### config.mk
export PLATFORM = sky130hd
export DESIGN_NAME = fdc_dfc_stimulus
export DESIGN_NICKNAME = d
export VERILOG_FILES = /design/src/rtl/fdc_dfc_stimulus.sv
export SDC_FILE = /design/constraint.sdc
export NUM_CORES = 1
export LEC_CHECK = 0
export ABC_CLOCK_PERIOD_IN_PS = 2600
export CAP_MARGIN = 0
export CELL_PAD_IN_SITES_DETAIL_PLACEMENT = 2
export CELL_PAD_IN_SITES_GLOBAL_PLACEMENT = 2
export CORE_MARGIN = 8
export CORE_UTILIZATION = 35
export CTS_BUF_LIST = sky130_fd_sc_hd__clkbuf_4 sky130_fd_sc_hd__clkbuf_8
export DETAILED_ROUTE_END_ITERATION = 8
export PLACE_DENSITY = 0.87
export SYNTH_ARGS = -nofsm -noshare
export SYNTH_HDL_FRONTEND = slang
export SYNTH_SLANG_ARGS = --single-unit
### constraint.sdc
create_clock -name clk -period 2.6 [get_ports clk]
set_input_delay 0.39 -clock clk [delete_from_list [all_inputs] [get_ports clk]]
set_output_delay 0.39 -clock clk [all_outputs]
set_load 0.02 [all_outputs]
### src/rtl/fdc_dfc_stimulus.sv
// Digital-to-frequency stimulus: phase accumulator square wave, reference gate,
// and a per-window rising-edge counter that predicts the FDC result.
module fdc_dfc_stimulus #(
    parameter int ACC_W   = 16,
    parameter int WORD_W  = 5,
    parameter int SHIFT   = 8,
    parameter int REF_DIV = 256
) (
    input  logic              clk,
    input  logic              reset,
    input  logic              enable,
    input  logic [WORD_W-1:0] word_in,
    input  logic              load_valid,
    output logic              load_ready,
    output logic              vco_out,
    output logic              ref_out,
    output logic [WORD_W-1:0] word_active,
    output logic [WORD_W-1:0] cnt_out,
    output logic              cnt_valid,
    output logic              cnt_sat
);

    localparam int RC_W = $clog2(REF_DIV);
    localparam logic [RC_W-1:0]   REF_LAST = RC_W'(REF_DIV - 1);
    localparam logic [WORD_W-1:0] CNT_MAX  = '1;

    typedef enum logic [1:0] {
        S_IDLE = 2'd0,
        S_RUN  = 2'd1,
        S_SWAP = 2'd2
    } state_t;

    state_t            state_q, state_d;
    logic [ACC_W-1:0]  acc_q, acc_d;
    logic [RC_W-1:0]   ref_cnt_q, ref_cnt_d;
    logic              ref_q, ref_d;
    logic              vco_prev_q, vco_prev_d;
    logic [WORD_W-1:0] word_q, word_d;
    logic [WORD_W-1:0] pend_q, pend_d;
    logic [WORD_W-1:0] edge_cnt_q, edge_cnt_d;
    logic              edge_sat_q, edge_sat_d;
    logic [WORD_W-1:0] cnt_out_q, cnt_out_d;
    logic              cnt_sat_q, cnt_sat_d;
    logic              cnt_valid_q, cnt_valid_d;

    logic [ACC_W-1:0]  inc;
    logic [ACC_W:0]    sum;
    logic              xfer;
    logic              ref_wrap;
    logic              rise;
    logic [WORD_W-1:0] cnt_inc;
    logic              sat_inc;

    assign load_ready  = (state_q != S_SWAP);
    assign vco_out     = acc_q[ACC_W-1];
    assign ref_out     = ref_q;
    assign word_active = word_q;
    assign cnt_out     = cnt_out_q;
    assign cnt_valid   = cnt_valid_q;
    assign cnt_sat     = cnt_sat_q;

    always_comb begin
        state_d     = state_q;
        acc_d       = acc_q;
        ref_cnt_d   = ref_cnt_q;
        ref_d       = ref_q;
        vco_prev_d  = vco_prev_q;
        word_d      = word_q;
        pend_d      = pend_q;
        edge_cnt_d  = edge_cnt_q;
        edge_sat_d  = edge_sat_q;
        cnt_out_d   = cnt_out_q;
        cnt_sat_d   = cnt_sat_q;
        cnt_valid_d = 1'b0;

        inc      = ACC_W'({word_q, {SHIFT{1'b0}}});
        sum      = {1'b0, acc_q} + {1'b0, inc};
        xfer     = load_valid & load_ready;
        ref_wrap = (ref_cnt_q == REF_LAST);
        rise     = acc_q[ACC_W-1] & ~vco_prev_q;

        // Count including an edge seen in this cycle, so a window-closing edge is not lost.
        cnt_inc = edge_cnt_q;
        sat_inc = edge_sat_q;
        if (ref_q && rise) begin
            if (edge_cnt_q == CNT_MAX) sat_inc = 1'b1;
            else                       cnt_inc = edge_cnt_q + 1'b1;
        end

        case (state_q)
            S_IDLE: begin
                if (xfer) word_d = word_in;
                if (enable) begin
                    state_d    = S_RUN;
                    acc_d      = '0;
                    ref_cnt_d  = '0;
                    ref_d      = 1'b0;
                    vco_prev_d = 1'b0;
                    edge_cnt_d = '0;
                    edge_sat_d = 1'b0;
                end
            end
            default: begin
                if (!enable) begin
                    state_d    = S_IDLE;
                    acc_d      = '0;
                    ref_cnt_d  = '0;
                    ref_d      = 1'b0;
                    vco_prev_d = 1'b0;
                    pend_d     = '0;
                end else begin
                    acc_d      = sum[ACC_W-1:0];
                    vco_prev_d = acc_q[ACC_W-1];
                    ref_cnt_d  = ref_wrap ? '0 : ref_cnt_q + 1'b1;
                    edge_cnt_d = cnt_inc;
                    edge_sat_d = sat_inc;
                    if (ref_wrap) begin
                        ref_d = ~ref_q;
                        if (ref_q) begin
                            cnt_out_d   = cnt_inc;
                            cnt_sat_d   = sat_inc;
                            cnt_valid_d = 1'b1;
                        end else begin
                            edge_cnt_d = '0;
                            edge_sat_d = 1'b0;
                        end
                    end
                    // Swapping only on carry-out keeps the output free of short pulses.
                    if (state_q == S_SWAP) begin
                        if (sum[ACC_W]) begin
                            word_d  = pend_q;
                            state_d = S_RUN;
                        end
                    end else if (xfer) begin
                        pend_d  = word_in;
                        state_d = S_SWAP;
                    end
                end
            end
        endcase
    end

    always_ff @(posedge clk) begin
        if (reset) begin
            state_q     <= S_IDLE;
            acc_q       <= '0;
            ref_cnt_q   <= '0;
            ref_q       <= 1'b0;
            vco_prev_q  <= 1'b0;
            word_q      <= '0;
            pend_q      <= '0;
            edge_cnt_q  <= '0;
            edge_sat_q  <= 1'b0;
            cnt_out_q   <= '0;
            cnt_sat_q   <= 1'b0;
            cnt_valid_q <= 1'b0;
        end else begin
            state_q     <= state_d;
            acc_q       <= acc_d;
            ref_cnt_q   <= ref_cnt_d;
            ref_q       <= ref_d;
            vco_prev_q  <= vco_prev_d;
            word_q      <= word_d;
            pend_q      <= pend_d;
            edge_cnt_q  <= edge_cnt_d;
            edge_sat_q  <= edge_sat_d;
            cnt_out_q   <= cnt_out_d;
            cnt_sat_q   <= cnt_sat_d;
            cnt_valid_q <= cnt_valid_d;
        end
    end

endmodule

==> out/metrics.cfg, run 1 <==
[run_status]
status=finished clean

[clock_network]
cts_sinks=43
cts_tree=yes
cts_inserted_buffers=5
cts_buffer_depth=2
cts_resized=0
cts-root-buf=clkbuf_8
clk_pin_slew_ns=0.09
clk_latency_ns=0.30
htree_levels=2
holdBufCountCts=0
post_cts_buffers=0

[grt]
antenna_found_initial=0
globalRouteOverflowTotal=0
grt_max_degree=24
grt_pass1_vias=2208
grt_pass1_wl_mm=10.9
grt_usage=0.154

[worst_setup_path]
critPathTopFamily=compound AO/OA/AOI/OAI gates
cp_data_required_time_ns=2.80
crit_start=word_active[0]
slowest_stage=fa_1
path_cells=ha_1, fa_1, a211o_1, a21oi_1, o31a_2, mux2_2
rr_startpoint=word_active[0]
worstSetupPathType=flop to flop
cp_max_fo=5
cp-start-kind=flop
critPathBufInv=0
cp_slowest_stage_delay_ns=0.44
critPathArrivalTime_ns=2.54
cp-end-kind=flop

[sta]
worstMarginPinSlew_ns=1.10
rsz0062_at_grt=false
tns_ns=0
fmax_mhz=427
min_period_ns=2.34
setup_viol_count_final=0
final-hold-violation-count=0
slew_violations=0
fin_worst_skew_ns=0.00371
slew_headroom=0.265
finalCritPeriodShare=0.900

[cells_and_area]
n_antenna_cell=0
layout_commonest_cell=dfxtp_1
nets=292
layout-drive-gt1-share=0.0942
final_cell_mix=dfxtp_1, nand2_1, a21oi_1, clkdlybuf4s50_1, nor2_1
post-route-util=0.423
area.growth.synth_to_final_pct=19.2
fill_cells=701

[synth]
synthCells=254
yosys_register_bits=43
synth.distinct_cells=50
synth_area_mm2=0.00220
ys_async_sr_fraction=0
synth_nets=271
yosys_warnings=0
synth_edf_count=0
post_synth.cell_area_avg_um2=8.68
synth_top_flop_cell=dfxtp_1
synth_seq_area_share=0.390

[floorplanning]
start_util=0.355
core.rowCount=29
dieHeight_um=95.4
die-area_mm2=0.00909
ioPinCount=24
coreArea_mm2=0.00620
dieWidth_um=95.4

[power]
power.total_mw=1.37
netSwitchingPower_mw=0.338
clkPwrFrac=0.407
p_comb_frac=0.097
leakagePower_nw=0.955
vdd_drop_max_v=0.000209
power_density_mw_per_mm2=522
seqPwrFrac=0.495
switching_share=0.246
p_int_mw=1.03

[routing]
wl_per_cell_um=17.9
ant_nets=0
wl_mm=6.32
route.detailed.drc=0
vias=1971
drt_first_pass_iters=4
via_per_inst=5.58
drt_iter0_drc=58

[placed_design]
dpl.hpwl_mm=4.63
gp_congestion=0.811
portBuffers=23

[hold_path]
hp-start=pend_q[1]
hp-class=flop to flop

[flow_run]
drv_cap=0

==> cell usage after synthesis (all sizes together) (2+ instances only) <==
cell type | instances | area [µm²]
o21a | 5 | 37.5
or4 | 2 | 15.0
nand2b | 9 | 56.3
nand4 | 9 | 56.3
a21boi | 3 | 22.5
dfxtp | 43 | 861
clkbuf | 11 | 41.3
mux2 | 6 | 67.6
nor2b | 6 | 37.5
mux2i | 4 | 40.0
a31oi | 2 | 12.5
or3 | 3 | 23.8
nand3b | 5 | 37.5
o22ai | 2 | 12.5
inv | 7 | 26.3
ha | 7 | 87.6
a211oi | 7 | 52.6
o31ai | 2 | 15.0
a21oi | 25 | 136
and3 | 2 | 12.5
buf | 3 | 23.8
a22oi | 2 | 15.0
o32ai | 4 | 35.0
o21ai | 6 | 33.8
a21o | 3 | 22.5
o211ai | 2 | 15.0
nand3 | 8 | 40.0
nor3 | 2 | 10.0
nand2 | 26 | 97.6
a211o | 4 | 35.0
xnor2 | 4 | 35.0
nor2 | 14 | 52.6
and2 | 3 | 18.8
or2 | 2 | 12.5
==> sequential cells by signal, summed over array words and instances, names as in the netlist <==
signal       count
vco_prev_q       1
cnt_out          5
word_active      5
edge_sat_q       1
pend_q           5
state_q          2
cnt_sat          1
edge_cnt_q       5
ref_cnt_q        8
acc_q            8
ref_out          1
cnt_valid        1
==> worst paths after layout <==
check,cells past startpoint,slack [ns],end
hold / removal,2,0.46,pend_q[1]
hold reg to reg,2,0.46,pend_q[1]
setup reg to reg,6,0.26,word_active[0]
setup / recovery,6,0.26,word_active[0]
==> cell type report <==
| cell class | count | area, µm² | share of cell area |
|---|---|---|---|
| Clock buffer | 6 | 82.6 | 0.0314 |
| Clock inverter | 2 | 35.0 | 0.0133 |
| Inverter | 7 | 26.3 | 0.0100 |
| Multi-Input combinational cell | 190 | 1260 | 0.479 |
| Sequential cell | 43 | 861 | 0.328 |
| Tap cell | 77 | 96.3 | 0.0367 |
| Timing Repair Buffer | 28 | 268 | 0.102 |
==> power groups by stage <==
stage          logic, mW  clock network [mW]  registers [mW]
2_1_floorplan     0.0783                   0           0.695
3_3_place_gp       0.131                   0           0.694
3_5_place_dp       0.135                   0           0.696
4_1_cts            0.136               0.582           0.681
5_1_grt            0.146               0.604           0.682
6_report           0.134               0.559           0.680
==> cells by family (layout without fill, tap and decap cells) <==
group | count (synthesis) | after routing | synth area share
AOI/OAI and AO/OA | 70 | 70 | 0.215
xor gates and xnor gates | 5 | 5 | 0.0199
adders and majority gates | 8 | 8 | 0.0488
buffers and inverters | 21 | 43 | 0.0414
DFF | 43 | 43 | 0.390
muxes | 10 | 10 | 0.0488
and+or+nand+nor | 97 | 97 | 0.236
==> per-layer routing <==
layer | vias up | GRT usage | part of all wire
met2 | 31 | 0.275 | 0.51
met4 | 0 | 0.0598 | 0.019
met3 | 11 | 0.0323 | 0.033
li1 | 963 | - | -
met1 | 966 | 0.173 | 0.44
met5 | - | 0 | 0
==> tightest hold or removal path, delay by kind of cell (launching register included) <==
family | cells | cell delay [ns]
and+or+nand+nor | 1 | 0.05
DFF | 1 | 0.32
AOI/OAI and AO/OA | 1 | 0.05
==> through the flow <==
stage / hold slack [ns] / area (µm²) / std cells / setup slack (ns)
after detailed placement: 0.453 / 2510 / 345 / 0.277
after floorplan: 0.432 / 2200 / 254 / 0.386
after global routing: 0.489 / 2630 / 353 / 0.126
after CTS: 0.467 / 2630 / 353 / 0.248
after global placement: 0.442 / 2510 / 345 / 0.335
final: 0.462 / 2630 / 353 / 0.260
(Power assumes the default switching activity.)
==> run 2: changes to the inputs <==
--- a/config.mk
+++ b/config.mk
@@ -14,3 +14,5 @@
 export CTS_BUF_LIST = sky130_fd_sc_hd__clkbuf_4 sky130_fd_sc_hd__clkbuf_8
+export CTS_CLUSTER_SIZE = 40
 export DETAILED_ROUTE_END_ITERATION = 8
+export HOLD_SLACK_MARGIN = 0.06
 export PLACE_DENSITY = 0.87
==> constraint.sdc (replaced) <==
create_clock -name clk -period 2.6 [get_ports clk]
set_input_delay 0.26 -clock clk [delete_from_list [all_inputs] [get_ports clk]]
set_output_delay 0.26 -clock clk [all_outputs]
set_load 0.02 [all_outputs]
==> run 2 against run 1 <==
Compared with the run above: non-clock buffer count rose by 1; largest cell class unchanged; flip-flop and latch count stayed put; largest power group unchanged; critical path type unchanged; sequential power about the same; count of clock-buffer cells in the layout is 1 higher; highest routed layer unchanged; maximum frequency is 1.7% lower; setup slack got worse by 0.041 ns; sequential share of layout area grew 0.078 points.
==> out/metrics.cfg, run 2 (synthesis results as in run 1) <==
[run_status]
status=finished clean

[routing]
drt_iter0_drc=50  ; -14%
wl_mm=6.17  ; -2.5%
drt_first_pass_iters=4  ; unchanged
route.detailed.drc=0  ; unchanged
via_per_inst=5.51  ; -1.3%
ant_nets=0  ; unchanged
vias=1950  ; -1.1%
wl_per_cell_um=17.4  ; -2.8%

[grt]
antenna_found_initial=0  ; unchanged
grt_pass1_wl_mm=10.6  ; -3.4%
grt_pass1_vias=2128  ; -3.6%
globalRouteOverflowTotal=0  ; unchanged
grt_max_degree=21  ; -13%
grt_usage=0.148  ; -0.00529

[sta]
hold_ws_ns=0.465  ; +0.00378 ns
finalCritPeriodShare=0.916  ; +0.0156
fin_worst_skew_ns=0.00512  ; +0.00141 ns
worstMarginPinSlew_ns=1.11  ; +0.00690 ns
min_period_ns=2.38  ; +0.0405 ns
slew_violations=0  ; unchanged
final-hold-violation-count=0  ; unchanged
rsz0062_at_grt=false
fmax_mhz=420  ; -1.7%
tns_ns=0  ; unchanged
setup_viol_count_final=0  ; unchanged
slew_headroom=0.260  ; -0.00462

[cells_and_area]
top_regs=acc_q x8, ref_cnt_q x8
final_cell_mix=dfxtp_1, nand2_1, a21oi_1, clkdlybuf4s50_1, nor2_1
seqCellArea_um2=861  ; unchanged
area.growth.synth_to_final_pct=18.9
layout-drive-gt1-share=0.0975  ; +0.00327
layout_commonest_cell=dfxtp_1
multiInputGateArea_mm2=0.00126  ; unchanged
nets=293  ; +0.34%
post-route-util=0.422  ; -0.00101
finalNonFillerCells=354  ; +0.28%
fill_cells=691  ; -1.4%
n_antenna_cell=0  ; unchanged

[clock_network]
cts_tree=yes
clk_pin_slew_ns=0.08  ; about the same
holdBufCountCts=0  ; unchanged
clk_latency_ns=0.30  ; about the same
cts_sinks=43  ; unchanged
cts_inserted_buffers=5  ; unchanged
htree_levels=2  ; unchanged
cts_resized=0  ; unchanged
cts-root-buf=clkbuf_8
post_cts_buffers=0  ; unchanged
cts_buffer_depth=2  ; unchanged

[worst_setup_path]
critPathArrivalTime_ns=2.57  ; +0.03 ns
cp-start-kind=flop
worstSetupPathType=flop to flop
rr_startpoint=word_active[0]
crit_start=word_active[0]
cp-end-kind=flop
cp_max_fo=5  ; unchanged
cp_data_required_time_ns=2.79  ; about the same
r2r_slack_ns=0.22  ; -0.04 ns

[hold_path]
hp-class=flop to flop
hp-start=pend_q[0]

[floorplanning]
coreArea_mm2=0.00620  ; unchanged
die-area_mm2=0.00909  ; unchanged
core.rowCount=29  ; unchanged
start_util=0.355  ; unchanged
dieHeight_um=95.4  ; unchanged
dieWidth_um=95.4  ; unchanged
ioPinCount=24  ; unchanged

[placed_design]
dp_cells=346  ; +0.29%
dpl.hpwl_mm=4.64  ; +0.14%
portBuffers=23  ; unchanged
gp_congestion=0.797  ; -1.7%

[power]
vdd_drop_max_v=0.000252  ; +21%
leakagePower_nw=0.949  ; -0.62%
power_density_mw_per_mm2=494  ; -5.5%
power.total_mw=1.29  ; -5.7%

[flow_run]
drv_cap=0  ; unchanged

-- run 2: area by class of cell --
cell class                      count  area share
Inverter                            7      0.0100
Tap cell                           77      0.0368
Sequential cell                    43       0.328
Timing Repair Buffer               29       0.105
Clock buffer                        7      0.0368
Multi-Input combinational cell    190       0.480
Clock inverter                      1     0.00286
-- run 2: report_power, final --
group,switching [mW],internal [mW],leakage (nW),total (mW)
clock,0.239,0.242,0.0505,0.480
sequential,0.0122,0.667,0.347,0.679
combinational,0.0773,0.0568,0.551,0.134
-- run 2: metrics by stage --
| stage | area [µm²] | worst slack [ns] |
|---|---|---|
| finish | 2620 | 0.219 |
| global route | 2620 | 0.124 |
| CTS | 2620 | 0.218 |
| detailed placement | 2520 | 0.253 |
| global placement | 2520 | 0.339 |
| floorplan | 2200 | 0.386 |
-- run 2: critical path, stage by stage (launching register included) --
cell and delay [ns]:
dfxtp_1 0.33, ha_1 0.24, fa_1 0.43, a211o_1 0.30, a21oi_1 0.34, o31a_2 0.27
mux2_2 0.35
-- run 2: path summary, 6_finish.rpt --
check / cells after the start / endpoint
max: 6 / word_active[0]
min: 2 / pend_q[0]
max reg2reg: 6 / word_active[0]
min reg2reg: 2 / pend_q[0]
-- run 2: metal layers --
| metal | track usage | wire length [µm] | vias to the layer above |
|---|---|---|---|
| li1 | - | - | 966 |
| met1 | 0.169 | 2760 | 949 |
| met2 | 0.268 | 3100 | 29 |
| met3 | 0.0370 | 237 | 6 |
| met4 | 0.0390 | 66 | 0 |
| met5 | 0 | 0 | - |
==> run 3: changes to the inputs <==
CAP_MARGIN = 20   (was 0)
==> run 3 against run 2 <==
Compared with the run above: first-iteration DRC count is 20% higher; via count is 0.21% lower; count of clock-buffer cells in the layout stayed put; non-clock buffer count is 1 higher; hold slack hardly changed; final cell count is 0.28% higher; core utilization is 0.12 points higher; flip-flop and latch count stayed put; clock skew is 0.0010 ns lower; global-route usage stayed put; sequential power hardly changed; largest cell class unchanged.
==> out/metrics.cfg, run 3 (synthesis results as in run 1) <==
[power]
switching_share=0.252  ; -0.00121
vdd_drop_max_v=0.000255  ; +1.1%
leakagePower_nw=0.953  ; +0.47%
netSwitchingPower_mw=0.327  ; -0.50%
clkPwrFrac=0.370  ; about the same
p_comb_frac=0.105  ; about the same
power_density_mw_per_mm2=492  ; -0.31%
p_int_mw=0.967  ; +0.14%
seqPwrFrac=0.525  ; about the same

[worst_setup_path]
rr_endpoint=word_active[0]
cp_data_required_time_ns=2.79  ; about the same
critPathTopFamily=compound AO/OA/AOI/OAI gates
critPathArrivalTime_ns=2.57  ; about the same
rr_startpoint=word_active[0]
cp_slowest_stage_delay_ns=0.43  ; about the same
cp-start-kind=flop
worst-path-stages=6  ; unchanged
r2r_cells=6  ; unchanged
r2r_slack_ns=0.22  ; about the same
critPathBufInv=0  ; unchanged
crit_start=word_active[0]
worstSetupPathType=flop to flop
slowest_stage=fa_1
path_cells=ha_1, fa_1, a211o_1, a21oi_1, o31a_2, mux2_2
cp-end-kind=flop
cp_max_fo=5  ; unchanged

[placed_design]
dpl_cell_area_mm2=0.00252  ; unchanged
portBuffers=23  ; unchanged
gp_congestion=0.797  ; unchanged
dpl.hpwl_mm=4.64  ; unchanged

[clock_network]
holdBufCountCts=0  ; unchanged
clk_latency_ns=0.30  ; about the same
cts_tree=yes
post_cts_buffers=0  ; unchanged
cts-root-buf=clkbuf_8
clk_pin_slew_ns=0.08  ; about the same
cts_inserted_buffers=5  ; unchanged
cts_sinks=43  ; unchanged
htree_levels=2  ; unchanged
cts_buffer_depth=2  ; unchanged
cts_resized=0  ; unchanged

[cells_and_area]
post-route-util=0.424  ; +0.00121
area.growth.synth_to_final_pct=19.2
layout-drive-gt1-share=0.101  ; +0.00325
layout_commonest_cell=dfxtp_1
nets=294  ; +0.34%
n_antenna_cell=0  ; unchanged
top_regs=acc_q x8, ref_cnt_q x8
stdcell_area_mm2=0.00263  ; +0.29%
final_cell_mix=dfxtp_1, nand2_1, a21oi_1, clkdlybuf4s50_1, nor2_1
fill_cells=690  ; -0.14%

[sta]
hold_ws_ns=0.465  ; -0.000487 ns
slew_violations=0  ; unchanged
min_period_ns=2.38  ; +0.000869 ns
fmax_mhz=420  ; about the same
setup_viol_count_final=0  ; unchanged
fin_worst_skew_ns=0.00408  ; -0.00104 ns
finalCritPeriodShare=0.916  ; about the same
worstMarginPinSlew_ns=0.555  ; -0.551 ns
tns_ns=0  ; unchanged
rsz0062_at_grt=false
slew_headroom=0.630  ; +0.370
final-hold-violation-count=0  ; unchanged

[routing]
wl_mm=6.17  ; +0.13%
wl_per_cell_um=17.4  ; -0.15%
vias=1946  ; -0.21%
ant_nets=0  ; unchanged
via_per_inst=5.48  ; -0.49%
route.detailed.drc=0  ; unchanged
drt_first_pass_iters=4  ; unchanged
drt_iter0_drc=60  ; +20%

[hold_path]
holdPathEnd=pend_q[0]
min_path_cells=2  ; unchanged
hp-start=pend_q[0]
hp-class=flop to flop

[grt]
grt_pass1_wl_mm=10.6  ; unchanged
grt_pass1_vias=2128  ; unchanged
grt_max_degree=21  ; unchanged
globalRouteOverflowTotal=0  ; unchanged
grt_usage=0.148  ; unchanged
antenna_found_initial=0  ; unchanged

[floorplanning]
dieWidth_um=95.4  ; unchanged
coreArea_mm2=0.00620  ; unchanged
dieHeight_um=95.4  ; unchanged
ioPinCount=24  ; unchanged
start_util=0.355  ; unchanged
core.rowCount=29  ; unchanged
die-area_mm2=0.00909  ; unchanged

[run_status]
status=finished clean

[flow_run]
drv_cap=0  ; unchanged

-- run 3: cell types whose count changed in the layout (fill, tap and decap cells not counted), sizes merged --
cell,change
buf,+1
-- run 3: worst reg2reg max path: cells and delay by family (launching register included) --
family                   cells  cell delay [ns]
adder cells (fa/ha/maj)      2             0.67
flip-flops                   1             0.33
AO/OA/AOI/OAI                3             0.91
multiplexers                 1             0.35
-- run 3: stage by stage --
step	worst slack, ns	instances	power, mW
after CTS	0.218	354	1.32
after floorplan	0.386	254	0.773
after global placement	0.339	346	0.826
after global routing	0.124	355	1.36
after detailed placement	0.253	346	0.830
final	0.218	355	1.29
-- run 3: final cells by class --
| type | instances | area, µm² | area share |
|---|---|---|---|
| multi-input cells | 190 | 1260 | 0.479 |
| flip-flops and latches | 43 | 861 | 0.327 |
| repair buffers | 30 | 283 | 0.108 |
| clock buffers | 7 | 96.3 | 0.0366 |
| well taps | 77 | 96.3 | 0.0366 |
| inverters | 7 | 26.3 | 0.0100 |
| clock inverters | 1 | 7.51 | 0.00286 |
-- run 3: how the worst max path moves through the flow --
stage	end	slack (ns)
6_report	word_active[0]	0.22
5_1_grt	word_active[3]	0.12
4_1_cts	word_active[0]	0.22
3_5_place_dp	word_active[0]	0.25
3_3_place_gp	word_active[0]	0.34
2_1_floorplan	word_active[0]	0.39
-- run 3: routing by layer --
layer	GRT usage	vias to the layer above	share of wire
met5	0	-	0
met4	0.0390	0	0.011
met3	0.0370	6	0.038
met2	0.268	27	0.51
met1	0.169	950	0.44
li1	-	963	-
-- run 3: power groups by stage --
stage               Clock (mW)  Sequential (mW)  Combinational, mW
finish                   0.478            0.680              0.136
CTS                      0.503            0.679              0.136
global placement             0            0.694              0.132
floorplan                    0            0.695             0.0783
detailed placement           0            0.695              0.135
global route             0.529            0.682              0.149
